[config.mk]
export PLATFORM = sky130hd
export DESIGN_NAME = ise_result_collector
export DESIGN_NICKNAME = d
export VERILOG_FILES = /design/src/rtl/ise_result_collector.sv
export SDC_FILE = /design/constraint.sdc
export NUM_CORES = 1
export LEC_CHECK = 0
export CAP_MARGIN = 30
export CORE_MARGIN = 2
export CORE_UTILIZATION = 36
export DETAILED_ROUTE_END_ITERATION = 10
export RECOVER_POWER = 100
export SLEW_MARGIN = 20
export SYNTH_ARGS = -nofsm -noshare
export SYNTH_HDL_FRONTEND = slang
export SYNTH_SLANG_ARGS = --single-unit
[constraint.sdc]
create_clock -name clk -period 2.8 [get_ports clk]
set_input_delay 0.56 -clock clk [delete_from_list [all_inputs] [get_ports clk]]
set_output_delay 0.56 -clock clk [all_outputs]
set_load 0.03 [all_outputs]
[src/rtl/ise_result_collector.sv]
// ise_result_collector
// Downstream stage of the image sorting engine. Captures the sorted result
// burst into a first-word-fall-through FIFO served to a host over valid/ready,
// and publishes per-frame dominant-colour statistics (R/G/B counts, length).

module ise_result_collector #(
  parameter int DEPTH = 32,
  parameter int AW    = 5
) (
  input  logic          clk,
  input  logic          reset,
  input  logic          out_valid_in,
  input  logic [1:0]    color_index_in,
  input  logic [4:0]    image_out_index_in,
  input  logic          rd_ready,
  output logic          rd_valid,
  output logic [1:0]    rd_color,
  output logic [4:0]    rd_image,
  output logic [AW:0]   level,
  output logic          full,
  output logic          overflow,
  output logic          frame_done,
  output logic [5:0]    frame_len,
  output logic [5:0]    r_cnt,
  output logic [5:0]    g_cnt,
  output logic [5:0]    b_cnt
);

  localparam logic [0:0] ST_IDLE    = 1'b0;
  localparam logic [0:0] ST_COLLECT = 1'b1;

  localparam logic [AW:0] FULL_LEVEL = (AW + 1)'(DEPTH);

  // Each entry packs {colour, image index}.
  logic [6:0]  r_mem [DEPTH];
  logic [AW:0] r_wrPtr;
  logic [AW:0] r_rdPtr;
  logic        r_overflow;

  logic [0:0]  r_state;
  logic [5:0]  r_liveLen;
  logic [5:0]  r_liveR;
  logic [5:0]  r_liveG;
  logic [5:0]  r_liveB;
  logic        r_frameDone;
  logic [5:0]  r_frameLen;
  logic [5:0]  r_rCnt;
  logic [5:0]  r_gCnt;
  logic [5:0]  r_bCnt;

  logic [AW:0] w_level;
  logic        w_full;
  logic        w_rdValid;
  logic        w_push;
  logic        w_pop;
  logic [6:0]  w_head;

  // Frame counters stick at 63 rather than wrapping on very long bursts.
  function automatic logic [5:0] satInc(input logic [5:0] value);
    return (value == 6'd63) ? value : value + 6'd1;
  endfunction

  // Extra pointer MSB tells full (MSBs differ) from empty (MSBs match), so the
  // difference of the two pointers is the occupancy directly.
  assign w_level   = r_wrPtr - r_rdPtr;
  assign w_full    = (w_level == FULL_LEVEL);
  assign w_rdValid = (w_level != '0);
  assign w_pop     = w_rdValid && rd_ready;
  // A full FIFO still accepts a beat when the head leaves in the same cycle.
  assign w_push    = out_valid_in && (!w_full || w_pop);
  assign w_head    = r_mem[r_rdPtr[AW-1:0]];

  assign rd_valid   = w_rdValid;
  // Head data is masked while empty so stale memory never reaches the host.
  assign rd_color   = w_rdValid ? w_head[6:5] : 2'd0;
  assign rd_image   = w_rdValid ? w_head[4:0] : 5'd0;
  assign level      = w_level;
  assign full       = w_full;
  assign overflow   = r_overflow;
  assign frame_done = r_frameDone;
  assign frame_len  = r_frameLen;
  assign r_cnt      = r_rCnt;
  assign g_cnt      = r_gCnt;
  assign b_cnt      = r_bCnt;

  // Storage array; contents after reset are don't-care, so it carries no reset.
  always_ff @(posedge clk) begin
    if (w_push) begin
      r_mem[r_wrPtr[AW-1:0]] <= {color_index_in, image_out_index_in};
    end
  end

  // Pointer advance and the sticky drop flag.
  always_ff @(posedge clk) begin
    if (reset) begin
      r_wrPtr    <= '0;
      r_rdPtr    <= '0;
      r_overflow <= 1'b0;
    end else begin
      if (w_push) begin
        r_wrPtr <= r_wrPtr + 1'b1;
      end
      if (w_pop) begin
        r_rdPtr <= r_rdPtr + 1'b1;
      end
      if (out_valid_in && !w_push) begin
        r_overflow <= 1'b1;
      end
    end
  end

  // Frame tracking: a burst of consecutive beats is one frame; the first idle
  // cycle closes it, publishes the live counts and pulses frame_done once.
  // Dropped beats still count, since statistics follow the sorter, not the FIFO.
  always_ff @(posedge clk) begin
    if (reset) begin
      r_state     <= ST_IDLE;
      r_liveLen   <= '0;
      r_liveR     <= '0;
      r_liveG     <= '0;
      r_liveB     <= '0;
      r_frameDone <= 1'b0;
      r_frameLen  <= '0;
      r_rCnt      <= '0;
      r_gCnt      <= '0;
      r_bCnt      <= '0;
    end else begin
      r_frameDone <= 1'b0;
      case (r_state)
        ST_IDLE: begin
          if (out_valid_in) begin
            r_state   <= ST_COLLECT;
            r_liveLen <= 6'd1;
            r_liveR   <= (color_index_in == 2'd0) ? 6'd1 : 6'd0;
            r_liveG   <= (color_index_in == 2'd1) ? 6'd1 : 6'd0;
            r_liveB   <= (color_index_in == 2'd2) ? 6'd1 : 6'd0;
          end
        end
        ST_COLLECT: begin
          if (out_valid_in) begin
            r_liveLen <= satInc(r_liveLen);
            if (color_index_in == 2'd0) begin
              r_liveR <= satInc(r_liveR);
            end
            if (color_index_in == 2'd1) begin
              r_liveG <= satInc(r_liveG);
            end
            if (color_index_in == 2'd2) begin
              r_liveB <= satInc(r_liveB);
            end
          end else begin
            r_state     <= ST_IDLE;
            r_frameDone <= 1'b1;
            r_frameLen  <= r_liveLen;
            r_rCnt      <= r_liveR;
            r_gCnt      <= r_liveG;
            r_bCnt      <= r_liveB;
          end
        end
        default: begin
          r_state <= ST_IDLE;
        end
      endcase
    end
  end

endmodule

After elaboration in Yosys (flattened, before gate mapping)

Memories as Yosys holds them, arrays and structs flattened. A register that Yosys moved wholly into a read port is not among the register bits.
Index checks and enable logic that the tools add are counted.

Flip-flop bits (word level): 63
Bits in latches: 0
Bits in writable memories: 224
Memory bits (read-only): 0
Input bits: 11
Word-level logic and storage cells: 83
Memories: 1

Memory list:

| name  | words | bits a word | read ports | clocked after Yosys merged registers in | wr ports | line | RTL |
|---|---|---|---|---|---|---|---|
| r_mem | 32    | 7           | 1          | 1                                       | 1        | 35   | `logic [6:0] r_mem [DEPTH];` |

Add/subtract/negate cells: 7
$mul: 0
Div/mod/pow operators: 0
Magnitude comparators: 0
Equal/unequal tests: 16
Shift-type cells: 0
Multiplexer cells: 30
Bitwise logic cells: 2
Reductions and logical operators: 14

Operators with widths:

| kind                                                                    | count |
|---|---|
| 6-bit 2-to-1 mux                                                        | 15 |
| 6-bit case mux with 2 select lines                                      | 4 |
| 6-bit by 1-bit adder with 6-bit output, second input constant           | 6 |
| 6-bit equality test, second input constant                              | 5 |
| 5-bit 2-to-1 mux                                                        | 3 |
| 2-bit inequality test, second input constant                            | 6 |
| 4-bit AND reduction                                                     | 3 |
| 1-bit 2-to-1 mux                                                        | 7 |
| 2-bit by 1-bit inequality test with 1-bit output, second input constant | 3 |
| 6-bit nonzero test                                                      | 1 |
| 6-bit subtractor                                                        | 1 |
| 1-bit logical AND                                                       | 3 |
| 3-bit AND reduction                                                     | 1 |
| 2-bit by 1-bit equality test with 1-bit output, second input constant   | 1 |
| 2-bit equality test, second input constant                              | 1 |
| 1-bit logical NOT                                                       | 2 |
| 2-bit logical NOT                                                       | 1 |
| 2-bit 2-to-1 mux                                                        | 1 |
| 1-bit NOT                                                               | 2 |
| 2-bit AND reduction                                                     | 1 |
| 2-bit OR reduction                                                      | 1 |
| 1-bit logical OR                                                        | 1 |

Depth between registers and ports, before layout

Gate-level depths: netlist of run 1.

Word-level depth: 7
Gate-level depth with buffers: 10
Gate-level depth less buffers: 10

Worst setup path after synthesis of run 1

No wires, ideal clock.

Kind: register to output
Start point: reg r_wrPtr[0]
End point: out rd_color[0]
Arrival: 2,780 ps
Slack: -540 ps
Cell stages (with the launch flop): 9
Cells stage by stage: dfxtp_1 inv_1 ha_1 fa_1 xnor2_1 nor2_1 mux2i_1 nor4_2 nor2_1

Cells in the longest elaborated chain, start to end: 3

Ends and longest elaborated chain:

| item                   | line | RTL |
|---|---|---|
| start, declared        | 36   | `logic [AW:0] r_wrPtr;` |
| start signal, assigned | 101  | `r_wrPtr <= r_wrPtr + 1'b1;` |
| 6-bit subtractor       | 65   | `assign w_level = r_wrPtr - r_rdPtr;` |
| net level[2]           | 19   | `output logic [AW:0] level,` |
| 6-bit nonzero test     | 67   | `assign w_rdValid = (w_level != '0);` |
| 2-bit 2-to-1 mux       | 75   | `assign rd_color = w_rdValid ? w_head[6:5] : 2'd0;` |
| end, declared          | 17   | `output logic [1:0] rd_color,` |

The timed path passes the listed nets, and every way through them passes these cells.

Final worst setup path of run 1

Start point: reg r_wrPtr[0]
End point: out rd_image[2]

Cells in the longest elaborated chain, start to end: 3

Ends and longest elaborated chain:

| item               | line | RTL |
|---|---|---|
| 6-bit subtractor   | 65   |  |
| 6-bit nonzero test | 67   |  |
| 5-bit 2-to-1 mux   | 76   | `assign rd_image = w_rdValid ? w_head[4:0] : 5'd0;` |
| end, declared      | 18   | `output logic [4:0] rd_image,` |

No other way between the ends.

==> results of run 1 <==
==> cell type report <==
type,instances,area [um^2]
Timing Repair Buffer,156,1485
Fill cell,2837,17300
Clock inverter,13,133.9
Sequential cell,292,8102
Multi-Input combinational cell,412,3954
Clock buffer,42,848.3
Tap cell,442,553.0
Inverter,18,76.32
==> per-layer routing <==
layer	track usage (%)	wire (um)	vias to the layer above
li1	-	-	3222
met3	2.556	1278	45
met4	4.127	666	2
met1	22.54	12180	3436
met5	0	15	-
met2	25.81	12340	147
==> power groups by stage <==
| stage | combinational (mW) | sequential (mW) | clock [mW] |
|---|---|---|---|
| 6_report | 4.06 | 4.81 | 3.95 |
| 4_1_cts | 3.92 | 4.80 | 4.02 |
| 3_3_place_gp | 3.49 | 4.89 | 0 |
| 2_1_floorplan | 2.15 | 4.87 | 0 |
| 5_1_grt | 4.34 | 4.81 | 4.20 |
| 3_5_place_dp | 3.49 | 4.89 | 0 |
==> placed cells by master, fill, tap and decap left out, types with 6 or more instances in the layout <==
| cell | count |
|---|---|
| xor2_1 | 14 |
| clkbuf_16 | 32 |
| and3_1 | 6 |
| nor2_4 | 36 |
| nand3_1 | 14 |
| nor2_1 | 33 |
| nand2_1 | 63 |
| nand4_1 | 11 |
| dfxtp_1 | 61 |
| ha_1 | 11 |
| a211oi_1 | 15 |
| dlygate4sd3_1 | 35 |
| mux2i_1 | 8 |
| buf_6 | 27 |
| clkbuf_1 | 19 |
| mux4_2 | 63 |
| buf_4 | 65 |
| buf_12 | 11 |
| nand2b_1 | 7 |
| inv_1 | 11 |
| nor2b_1 | 9 |
| o21ai_0 | 9 |
| edfxtp_1 | 224 |
| a21oi_1 | 46 |
==> registers in the layout, indices dropped and copies added (netlist names), 6 cells and up, named ones only <==
register and cells:
r_liveLen 6, r_cnt 6, r_mem 224, r_liveB 6, frame_len 6, r_wrPtr 6
r_rdPtr 6, g_cnt 6, r_liveG 6, r_liveR 6, b_cnt 6
==> worst max path at each step <==
stage	to	depth (start not counted)	slack, ns	from
3_3_place_gp	rd_image[2]	10	-0.42	r_wrPtr[0]$_SDFFE_PP0P_
2_1_floorplan	rd_color[0]	8	-0.26	r_wrPtr[0]$_SDFFE_PP0P_
4_1_cts	rd_image[2]	12	-0.77	r_wrPtr[0]$_SDFFE_PP0P_
6_report	rd_image[2]	12	-0.75	r_wrPtr[0]$_SDFFE_PP0P_
3_5_place_dp	rd_image[3]	10	-0.47	r_wrPtr[0]$_SDFFE_PP0P_
5_1_grt	rd_image[2]	12	-0.88	r_wrPtr[0]$_SDFFE_PP0P_
==> Yosys cell counts (all sizes together), types with 2 or more instances <==
cell | n | area (um^2)
nand4 | 11 | 68.82
nand3 | 14 | 70.07
dfxtp | 68 | 1361
or4 | 2 | 15.01
nor2b | 10 | 62.56
xor2 | 16 | 147.7
nand2b | 8 | 50.05
nor3 | 5 | 25.02
mux2 | 2 | 22.52
and3 | 6 | 37.54
a31o | 2 | 17.52
nand2 | 63 | 236.5
o22ai | 2 | 18.77
buf | 13 | 68.82
xnor2 | 3 | 33.79
inv | 18 | 67.56
nor2 | 73 | 274.0
edfxtp | 224 | 6726
a211oi | 15 | 112.6
mux4 | 63 | 1419
ha | 14 | 175.2
or3b | 2 | 17.52
or3 | 6 | 37.54
nand3b | 3 | 22.52
o21ai | 12 | 63.81
mux2i | 10 | 100.1
nor4 | 4 | 37.53
clkbuf | 23 | 86.33
a21oi | 48 | 240.2
==> worst max-delay path: stages, from the launching register on <==
cell	delay [ns]
dfxtp_2	0.33
inv_2	0.05
ha_4	0.15
fa_2	0.57
clkinvlp_4	0.11
nor4_4	0.31
mux2i_4	0.13
nor4_4	0.21
buf_6	0.19
buf_4	0.12
buf_6	0.08
nor2_2	0.03
buf_6	0.14
==> cell families after synthesis <==
kind of cell	after synthesis	synth area share (%)
compound gates	93	5.158
xor+xnor	19	1.536
fa+ha+maj	15	1.652
buf+inv	54	1.885
flops	292	68.46
mux	75	13.05
simple gates	210	8.261
==> repair_timing <==
| item | in CTS | in global routing |
|---|---|---|
| setup endpoints to repair | 224 | 244 |
| hold buffers | 0 | 0 |
| pin swaps | 17 | 21 |
| gates resized for setup | 108 | 29 |
| setup buffers | 15 | 10 |
==> results.toml, run 1 <==
[global_routing]
antenna_found_initial = 2
grt_pass1_vias = 7093
grt_pass1_wl_um = 41540
grt_max_degree = 33
track_usage_pct = 15.96
overflow = 0

[place]
portBuffers = 51
dp_cells = 1298
dp_hpwl_um = 17190
pre_cts_ws_ns = -0.4664
gp_congestion = 0.7421
dpl_cell_area_mm2 = 0.01370

[critical_path]
r2r_end = "r_mem[31][1]$_DFFE_PP_"
critical_path_class = "flip-flop to output pin"
critPathLaunchType = "flip-flop"
crit_required_ns = 2.24
r2r_start = "r_rdPtr[1]$_SDFFE_PP0P_"
reg2reg_slack_ns = -0.08
arrival_ns = 2.99
r2r_cells = 12
critical_path.max_fanout = 4
end_kind = "output pin"

[routing]
routedWlPerCell_um = 19.26
drt-initial-drc-count = 513
final_antenna_net_count = 0
vias = 6852
vias_per_cell = 4.983
first_pass_iters = 4
wl_um = 26490
remaining_drc_errors = 0

[sta]
slew_violations = 33
whs_ns = 0.3738
rsz0062_at_grt = "yes"
finalHoldViolations = 0
post-route-period-util_pct = 126.9
fmax_mhz = 281.4
setup_viol = 86
setup_ws_ns = -0.7535
worstMarginPinSlew_ns = 1.518
slew_headroom_pct = -1.230
tns_ns = -8.648
post-route-min-period_ns = 3.554
clock_skew_ns = 0.02017

[finish]
nets = 937
final_cells = 1375
antenna_cells = 0
postLayoutCoreUtil_pct = 46.69
drive_gt1_share_pct = 32.26
area_delta_synth_final_pct = 28.26
fin_area_mm2 = 0.01515

[clocking]
clk_pin_slew_worst_paths_ns = 0.06
cts_made_buffers = 31
htreeDepth = 1
clk_latency_ns = 0.57
cts_sinks = 292
root_buffer = "clkbuf_16"
cts_tree = "built"
clockBufferDepth = 3

[yosys]
yosysSeqAreaShare_pct = 68.46
async_flop_share_pct = 0
ys_warn_count = 0
syn_inst = 758
synth_edf_count = 224
ys_ff_latch = 292
synth_fp_nets = 784
avgSynthCellArea_um2 = 15.59
synth_ff_type = "edfxtp_1"
syn_area_mm2 = 0.01181
synth_cell_types = 56

[floorplanning]
fp.dieW_um = 185.2
dieHeight_um = 185.2
rows = 66
start_util_pct = 36.40
die-area_mm2 = 0.03428
core_mm2 = 0.03245
io_pins = 52

[hold_path]
hold_path.class = "input port to flip-flop"
holdPathEnd = "r_state$_SDFF_PP0_"
holdCritStartpoint = "reset"
min_path_cells = 2

[power]
total_power_mw = 12.82
switching_share_pct = 29.00
internal-power_mw = 9.104
p_sw_mw = 3.718
combPwrFrac_pct = 31.7
leakage_nw = 4.975
clockPowerShare_pct = 30.8
pwr-share-seq_pct = 37.5
peakVddDrop_uv = 959.6
p_per_area_mw_per_mm2 = 846.2

[run_status]
run_status = "finished, violations left"
violations = "capacitance limit, slew limit, setup timing"

[run]
maxCapViolCount = 1
(Power assumes the default switching activity.)
==> run 2, diff against run 1 <==
- CAP_MARGIN: 30 -> unset
- CORE_UTILIZATION: 36 -> 54
- GPL_TIMING_DRIVEN: unset -> 0
- PLACE_DENSITY: unset -> 0.75
==> results.toml, run 2 (synthesis gave the netlist of run 1 again) <==
[clocking]
cts_made_buffers = 28
clk_pin_slew_worst_paths_ns = 0.06
clk_latency_ns = 0.54
ctsHoldBuffers = 0
root_buffer = "clkbuf_16"
htreeDepth = 1
clockBufferDepth = 3
cts_tree = "built"
cts_sinks = 292

[hold_path]
hold_path.class = "flip-flop to flip-flop"
holdCritStartpoint = "r_cnt[0]$_SDFFE_PP0P_"
holdPathEnd = "r_cnt[0]$_SDFFE_PP0P_"
min_path_cells = 2

[global_routing]
grt_pass1_wl_um = 41930
overflow = 0
grtUsageMet1_pct = 32.63
antenna_found_initial = 0
top_usage_layer = "met2"
grt_pass1_vias = 7338
met3_usage_pct = 3.252
track_usage_pct = 23.48
use_met2_pct = 39.68
grt_max_degree = 38

[critical_path]
crit_required_ns = 2.24
arrival_ns = 2.85
critPathLaunchType = "flip-flop"
critical_path_class = "flip-flop to output pin"
r2r_end = "r_mem[14][6]$_DFFE_PP_"
end_kind = "output pin"
critical_path.max_fanout = 10
r2r_start = "r_wrPtr[0]$_SDFFE_PP0P_"
reg2reg_slack_ns = -0.18
r2r_cells = 12

[floorplanning]
die-area_mm2 = 0.02308
dieHeight_um = 151.9
fp.dieW_um = 151.9
start_util_pct = 54.64
io_pins = 52
rows = 54
core_mm2 = 0.02162

[sta]
post-route-period-util_pct = 121.7
clock_skew_ns = 0.01499
setup_viol = 228
setup_ws_ns = -0.6089
rsz0062_at_grt = "yes"
slew_violations = 208
post-route-min-period_ns = 3.409
whs_ns = 0.4538
worstMarginPinSlew_ns = 1.810
slew_headroom_pct = -20.64
fmax_mhz = 293.4
finalHoldViolations = 0

[run_status]
run_status = "finished, violations left"
violations = "capacitance limit, slew limit, setup timing"

[place]
dp_hpwl_um = 17040
portBuffers = 50
pre_cts_ws_ns = -1.060
dpl_cell_area_mm2 = 0.01290
gp_congestion = 0.8403

[power]
peakVddDrop_uv = 1089
p_per_area_mw_per_mm2 = 838.0
leakage_nw = 4.753

[finish]
area_delta_synth_final_pct = 23.88
largest_reg_flops = 224
drive_gt1_share_pct = 29.46
final_common_cell = "edfxtp_1"
nets = 907
fin_area_mm2 = 0.01464
layout_common_cells = "edfxtp_1 (224), nand2_1 (63), mux4_2 (63), dfxtp_1 (62), a21oi_1 (44)"
antenna_cells = 0

[routing]
vias = 7214
routedWlPerCell_um = 23.17
final_antenna_net_count = 0
wl_um = 27410
first_pass_iters = 4
drt-initial-drc-count = 655
remaining_drc_errors = 0
vias_per_cell = 6.098

[run]
maxCapViolCount = 6
## run 2: cell count changes in the layout (fill, tap and decap cells not counted), sizes merged
cell	delta
bufinv	-1
clkinvlp	-1
clkinv	-2
dlygate4sd3	-7
inv	-2
dlygate4sd2	+1
buf	-45
clkdlybuf4s15	+3
clkbuf	+24
## run 2: worst max path at each step
stage,end,slack [ns],startpoint
floorplan,rd_color[0],-0.26,r_wrPtr[0]$_SDFFE_PP0P_
global placement,rd_image[3],-1.0,r_wrPtr[1]$_SDFFE_PP0P_
detailed placement,rd_color[1],-1.06,flip-flop
CTS,rd_image[4],-0.69,r_wrPtr[0]$_SDFFE_PP0P_
global route,rd_image[2],-0.69,flip-flop
finish,rd_image[2],-0.61,flip-flop
## run 2: final cells by class
class,count,area [um^2]
buffer,35,195.2
clock buffer,45,867.1
clock inverter,7,60.06
fill,1406,6985
inverter,18,78.83
multi-input combinational,412,4004
sequential,292,8098
tap,280,350.3
timing repair buffer,94,982.2
## run 2: what timing repair did
action / CTS / global route
setup endpoints to repair: 248 / 248
resized for setup: 139 / 41
pin swaps: 34 / 15
buffers inserted: 33 / 13
## run 2: where the power goes
group / internal, mW / leakage (nW) / total, mW / switching (mW)
Clock: 2.20 / 0.453 / 3.70 / 1.50
Combinational: 1.74 / 1.73 / 3.73 / 1.99
Sequential: 4.74 / 2.57 / 4.83 / 0.0878
## run 2: routing by layer
metal  vias to the layer above  wire length (um)
met5                         -                 0
met4                         0               556
met3                        38              1859
met2                       297             13930
met1                      3717             11060
li1                       3162                 -
## run 2: per-stage QoR
| step | std cells | power, mW | setup TNS [ns] | util, % |
|---|---|---|---|---|
| CTS | 1172 | 12.02 | -21.06 | 66.86 |
| global route | 1183 | 12.66 | -51.70 | 67.69 |
| detailed placement | 1088 | 7.977 | -94.21 | 59.66 |
| floorplan | 758 | 7.024 | -7.019 | - |
| finish | 1183 | 12.27 | -27.51 | 67.69 |
| global placement | 1088 | 7.904 | -70.53 | 59.71 |
## run 2: worst max-delay path: stages (launching register included)
cell	delay, ns
dfxtp_1	0.38
buf_6	0.21
buf_6	0.23
mux4_2	0.56
a211oi_1	0.42
a211oi_2	0.12
a21oi_1	0.20
nor2_2	0.05
buf_6	0.13
